## config.mk

```make
export PLATFORM = sky130hd
export DESIGN_NAME = draw_arbiter
export DESIGN_NICKNAME = d
export VERILOG_FILES = /design/src/rtl/draw_arbiter.sv
export SDC_FILE = /design/constraint.sdc
export NUM_CORES = 1
export LEC_CHECK = 0
export CORE_AREA = 5 5 165 167
export DETAILED_ROUTE_END_ITERATION = 8
export DIE_AREA = 0 0 170 172
export GPL_TIMING_DRIVEN = 0
export PLACE_DENSITY = 0.66
export SYNTH_ARGS = -nofsm -noshare
export SYNTH_HDL_FRONTEND = slang
export SYNTH_SLANG_ARGS = --single-unit
```

## constraint.sdc

```tcl
create_clock -name _clock -period 2 [get_ports _clock]
set_input_delay 0.4 -clock _clock [delete_from_list [all_inputs] [get_ports _clock]]
set_output_delay 0.4 -clock _clock [all_outputs]
set_load 0.01 [all_outputs]
```

## src/rtl/draw_arbiter.sv

```systemverilog
// Two-requester round-robin front end for a shared circle_lines generator:
// grants one draw command at a time, launches the generator, forwards its points and watches for hangs.
module draw_arbiter #(
    parameter int WIDTH   = 32,
    parameter int TIMEOUT = 1024
) (
    input  logic               _clock,
    input  logic               _reset_n,
    input  logic [1:0]         req_valid,
    output logic [1:0]         req_ready,
    input  logic [2*WIDTH-1:0] req_s_x,
    input  logic [2*WIDTH-1:0] req_s_y,
    input  logic [2*WIDTH-1:0] req_height,
    output logic               gen_start,
    output logic [WIDTH-1:0]   gen_s_x,
    output logic [WIDTH-1:0]   gen_s_y,
    output logic [WIDTH-1:0]   gen_height,
    input  logic [WIDTH-1:0]   gen_out0,
    input  logic [WIDTH-1:0]   gen_out1,
    input  logic               gen_valid,
    input  logic               gen_done,
    output logic [WIDTH-1:0]   _out0,
    output logic [WIDTH-1:0]   _out1,
    output logic               _valid,
    output logic               _owner,
    output logic [1:0]         req_done,
    output logic               timeout_err
);

    localparam int              CNT_W    = $clog2(TIMEOUT + 1);
    localparam logic [CNT_W-1:0] CNT_LAST = CNT_W'(TIMEOUT - 1);

    typedef enum logic [1:0] {
        IDLE,
        LAUNCH,
        RUN,
        FINISH
    } state_t;

    state_t           state_q, state_d;
    logic             rr_q, rr_d;
    logic             owner_q, owner_d;
    logic [WIDTH-1:0] s_x_q, s_x_d;
    logic [WIDTH-1:0] s_y_q, s_y_d;
    logic [WIDTH-1:0] height_q, height_d;
    logic [CNT_W-1:0] cnt_q, cnt_d;
    logic             err_q, err_d;
    logic [WIDTH-1:0] out0_q, out0_d;
    logic [WIDTH-1:0] out1_q, out1_d;
    logic             valid_q, valid_d;
    logic             out_owner_q, out_owner_d;

    logic             grant_any;
    logic             grant_idx;
    logic [WIDTH-1:0] sel_x, sel_y, sel_h;
    logic             height_pos;

    // rr_q names the requester that wins when both are asking.
    assign grant_any  = |req_valid;
    assign grant_idx  = (req_valid == 2'b11) ? rr_q : req_valid[1];
    assign sel_x      = grant_idx ? req_s_x[2*WIDTH-1:WIDTH]    : req_s_x[WIDTH-1:0];
    assign sel_y      = grant_idx ? req_s_y[2*WIDTH-1:WIDTH]    : req_s_y[WIDTH-1:0];
    assign sel_h      = grant_idx ? req_height[2*WIDTH-1:WIDTH] : req_height[WIDTH-1:0];
    assign height_pos = !sel_h[WIDTH-1] && (sel_h != '0);

    always_comb begin
        state_d     = state_q;
        rr_d        = rr_q;
        owner_d     = owner_q;
        s_x_d       = s_x_q;
        s_y_d       = s_y_q;
        height_d    = height_q;
        cnt_d       = cnt_q;
        err_d       = err_q;
        out0_d      = out0_q;
        out1_d      = out1_q;
        valid_d     = 1'b0;
        out_owner_d = out_owner_q;
        req_ready   = 2'b00;

        case (state_q)
            IDLE: begin
                // Ready is held low while reset is asserted so nothing looks accepted.
                if (grant_any && _reset_n) begin
                    req_ready = grant_idx ? 2'b10 : 2'b01;
                    owner_d   = grant_idx;
                    rr_d      = ~grant_idx;
                    s_x_d     = sel_x;
                    s_y_d     = sel_y;
                    height_d  = sel_h;
                    state_d   = height_pos ? LAUNCH : FINISH;
                end
            end
            LAUNCH: begin
                cnt_d   = '0;
                state_d = RUN;
            end
            RUN: begin
                if (gen_valid) begin
                    out0_d      = gen_out0;
                    out1_d      = gen_out1;
                    valid_d     = 1'b1;
                    out_owner_d = owner_q;
                end
                if (gen_done) begin
                    state_d = FINISH;
                end else if (cnt_q == CNT_LAST) begin
                    err_d   = 1'b1;
                    state_d = FINISH;
                end else begin
                    cnt_d = cnt_q + CNT_W'(1);
                end
            end
            FINISH: begin
                cnt_d   = '0;
                state_d = IDLE;
            end
            default: state_d = IDLE;
        endcase
    end

    always_ff @(posedge _clock) begin
        if (!_reset_n) begin
            state_q     <= IDLE;
            rr_q        <= 1'b0;
            owner_q     <= 1'b0;
            s_x_q       <= '0;
            s_y_q       <= '0;
            height_q    <= '0;
            cnt_q       <= '0;
            err_q       <= 1'b0;
            out0_q      <= '0;
            out1_q      <= '0;
            valid_q     <= 1'b0;
            out_owner_q <= 1'b0;
        end else begin
            state_q     <= state_d;
            rr_q        <= rr_d;
            owner_q     <= owner_d;
            s_x_q       <= s_x_d;
            s_y_q       <= s_y_d;
            height_q    <= height_d;
            cnt_q       <= cnt_d;
            err_q       <= err_d;
            out0_q      <= out0_d;
            out1_q      <= out1_d;
            valid_q     <= valid_d;
            out_owner_q <= out_owner_d;
        end
    end

    assign gen_start   = (state_q == LAUNCH);
    assign gen_s_x     = s_x_q;
    assign gen_s_y     = s_y_q;
    assign gen_height  = height_q;
    assign _out0       = out0_q;
    assign _out1       = out1_q;
    assign _valid      = valid_q;
    assign _owner      = out_owner_q;
    assign req_done    = (state_q == FINISH) ? (owner_q ? 2'b10 : 2'b01) : 2'b00;
    assign timeout_err = err_q;

endmodule
```

==> results.json <==
{
  "synth_top_family_by_area": "compound AO/OA/AOI/OAI gates",
  "die_w_microns": 170,
  "routed_wl_mm": 30.8,
  "area_growth_pct": 71.2,
  "pwr-share-seq": 0.366,
  "relSlewSlack": 0.567,
  "mostFrequentLayoutCell": "clkdlybuf4s50_1",
  "ir_drop_uv": 514,
  "clk_latency_ns": 0.43,
  "worst_hold_path.num_cells": 2,
  "ff2ff_path_depth": 8,
  "setup_violations": 0,
  "p_sw_frac": 0.333,
  "r2r_end": "cnt_q[7]",
  "yosys.area_share.adder": 0.00804,
  "dp_cells": 1600,
  "final_cell_mix": "clkdlybuf4s50_1, nand2_1, dfxtp_1",
  "synth.cell_area_sq_um": 7780,
  "synth_top_area_share": 0.458,
  "final_util": 0.520,
  "ys_types": 42,
  "via_per_inst": 4.74,
  "ys_seq_elements": 178,
  "clk_pin_slew_worst_paths_ns": 0.08,
  "worstReg2RegStart": "state_q[1]",
  "synth_nets": 1104,
  "r2r_slack_ns": 0.14,
  "place_congestion": 0.863,
  "drive_gt1_frac": 0.0892,
  "yosys_warnings": 0,
  "final_antenna_net_count": 0,
  "muxShareOfSynthArea": 0.125,
  "clock_sinks": 178,
  "synthSimpleGateAreaFrac": 0.168,
  "rows": 59,
  "place_area_sq_um": 12500,
  "overflow": 0,
  "cts_hold_buf": 0,
  "grt.total_usage": 0.200,
  "outcome": "completed",
  "multi_input_area_sq_um": 3890,
  "startpoint_type": "flip-flop",
  "cts_root_buffer": "clkbuf_16",
  "antenna_found_initial": 0,
  "final_cells": 1648,
  "worst_pin_slew_ns": 0.650,
  "tritoncts": "yes",
  "grt_pass1_wl_mm": 45.4,
  "synth.avg_cell_area_sq_um": 9.30,
  "power.switching_w": 0.00423,
  "hp-class": "flip-flop to flip-flop",
  "grt_max_degree": 21,
  "hold_viol": 0,
  "wl_per_cell_microns": 18.7,
  "dp_hpwl_mm": 24.6,
  "clock_skew_ns": 0.00999,
  "min_period_over_period": 0.972,
  "fmax_mhz": 515,
  "whs_endpoint": "_out1[2]",
  "p_clk_frac": 0.270,
  "fin_setup_tns_ns": 0,
  "required_ns": 1.60,
  "powerDensity_nw_per_um2": 953,
  "grt_pass1_vias": 7911,
  "nNetsFinal": 1566,
  "worstPathArrival_ns": 1.54,
  "fillers": 2416,
  "core_sq_um": 25600,
  "yosysTopAreaCell": "dfxtp_1",
  "crit_slowest_cell": "dfxtp_2",
  "numCtsBuffers": 17,
  "io_pins": 430,
  "cpLargestDelayFamily": "flip-flops",
  "p_leak_nw": 5.89,
  "cp_num_buf_inv": 4,
  "via_count": 7808,
  "cp-end-kind": "output pin",
  "dr.pass1.iters": 4,
  "cpPeakStageDelay_ns": 0.33,
  "slew_viol_final": 0,
  "p_int_w": 0.00847,
  "h-tree-depth": 4,
  "synth_compound_area_frac": 0.182,
  "io_buffers": 428,
  "min_period_ns": 1.94,
  "seq_area_frac_synth": 0.458,
  "seqCellArea_sq_um": 3570,
  "dieArea_sq_um": 29200,
  "fp.dieH_microns": 172,
  "holdWs_ns": 0.465,
  "comb_power_share": 0.364,
  "worstPathCellList": "inv_2, ha_4, inv_4, nor2_4, buf_12, and2_4, buf_6",
  "drt_iter0_drc": 327,
  "critPathMaxFanout": 2,
  "initial_utilization": 0.304,
  "worstHoldStart": "_out1[2]",
  "maxCapViolations": 0,
  "clockBufferDepth": 2,
  "synth.area.top_cells": "dfxtp_1, mux2i_1, nand2_1, o211a_1, a21boi_0",
  "setup.worst_path.class": "flip-flop to output pin",
  "drc": 0,
  "rsz0062_at_grt": "yes",
  "synth_cells": 837,
  "synthXorXnorAreaFrac": 0.0101,
  "post-route-cell-area_sq_um": 13300
}
flip-flops by register name, indices dropped and copies added, names as in the netlist, 2 cells and up:
name	flops
_out0	32
_out1	32
state_q	2
gen_s_x	32
gen_height	32
gen_s_y	32
cnt_q	11
how the worst max path moves through the flow:
stage          slack (ns)    startpoint  depth (start not counted)      endpoint
4_1_cts             -0.07  req_valid[0]                          7  req_ready[1]
5_1_grt             -0.02    state_q[1]                          7  req_ready[0]
6_report             0.06    state_q[1]                          7  req_ready[0]
2_1_floorplan        0.15    state_q[0]                          8  req_ready[0]
3_5_place_dp        -1.06  req_valid[1]                          7  req_ready[0]
3_3_place_gp        -1.08  req_valid[1]                          7  req_ready[0]
power groups by stage:
stage / Combinational, W / Clock (W) / Sequential [W]
6_report: 0.00462 / 0.00343 / 0.00465
5_1_grt: 0.00499 / 0.00367 / 0.00475
4_1_cts: 0.00461 / 0.00352 / 0.00466
3_5_place_dp: 0.00444 / 0 / 0.00472
3_3_place_gp: 0.00443 / 0 / 0.00469
2_1_floorplan: 0.00155 / 0 / 0.00500
cell type report:
cell class	count	area share
multi-input combinational	585	0.292
clock buffer	17	0.0319
tap	335	0.0315
buffer	65	0.0285
antenna	1	0.000188
timing repair buffer	446	0.332
inverter	6	0.00207
clock inverter	15	0.0144
sequential	178	0.268
routing by layer:
layer	vias to the layer above	global-route usage	routed length [microns]	share of wire
met1	3614	0.227	11900	0.39
met2	302	0.358	15300	0.50
met5	-	0	0	0
met3	28	0.0752	3180	0.10
met4	0	0.0462	444	0.014
li1	3864	-	-	-
worst min-delay path: stages, from the launching register on:
cell,delay (ns)
dfxtp_1,0.31
nand2_1,0.04
a21boi_0,0.06
logic make-up after synthesis:
group / Yosys count
and+or+nand+nor: 297
DFF: 178
AOI/OAI and AO/OA: 177
muxes: 97
buffers and inverters: 74
xor gates and xnor gates: 9
adders and majority gates: 5
cells in the mapped netlist:
master / number
and2_1: 3
nand4_4: 1
o311ai_1: 1
a31oi_1: 1
o21ai_1: 3
a21oi_4: 1
dfxtp_1: 178
and4_1: 1
nor2_1: 14
o2111ai_1: 1
buf_4: 17
and3_1: 3
a21oi_1: 2
nand3_1: 38
xor2_1: 9
o221a_2: 1
and3_2: 4
o21ai_2: 2
o21ai_0: 32
ha_1: 5
nand2_1: 199
nor2_2: 1
nand2b_1: 1
a21boi_1: 1
mux2i_1: 97
buf_1: 3
buf_6: 2
or2_1: 1
o211a_1: 64
a32oi_1: 1
nor4_1: 16
a211oi_1: 1
a21boi_0: 65
nand4_1: 9
or3_1: 1
nand2_4: 1
buf_2: 20
and3b_2: 1
o21a_1: 1
nor2b_1: 3
clkbuf_1: 26
inv_1: 6
metrics by stage:
step                      total power, W  setup WS (ns)
after global placement           0.00912          -1.08
after global routing              0.0134        -0.0181
after detailed placement         0.00916          -1.06
after CTS                         0.0128        -0.0651
after floorplan                  0.00655          0.146
final                             0.0127         0.0570
repair_timing:
item | CTS | global route
endpoints found under the setup margin | 37 | 68
gates resized for setup | 36 | 23
setup buffers | 12 | 6
pin swaps | 3 | 4
hold endpoints to repair | 0 | 0
Power figures use the tool's default switching activity.
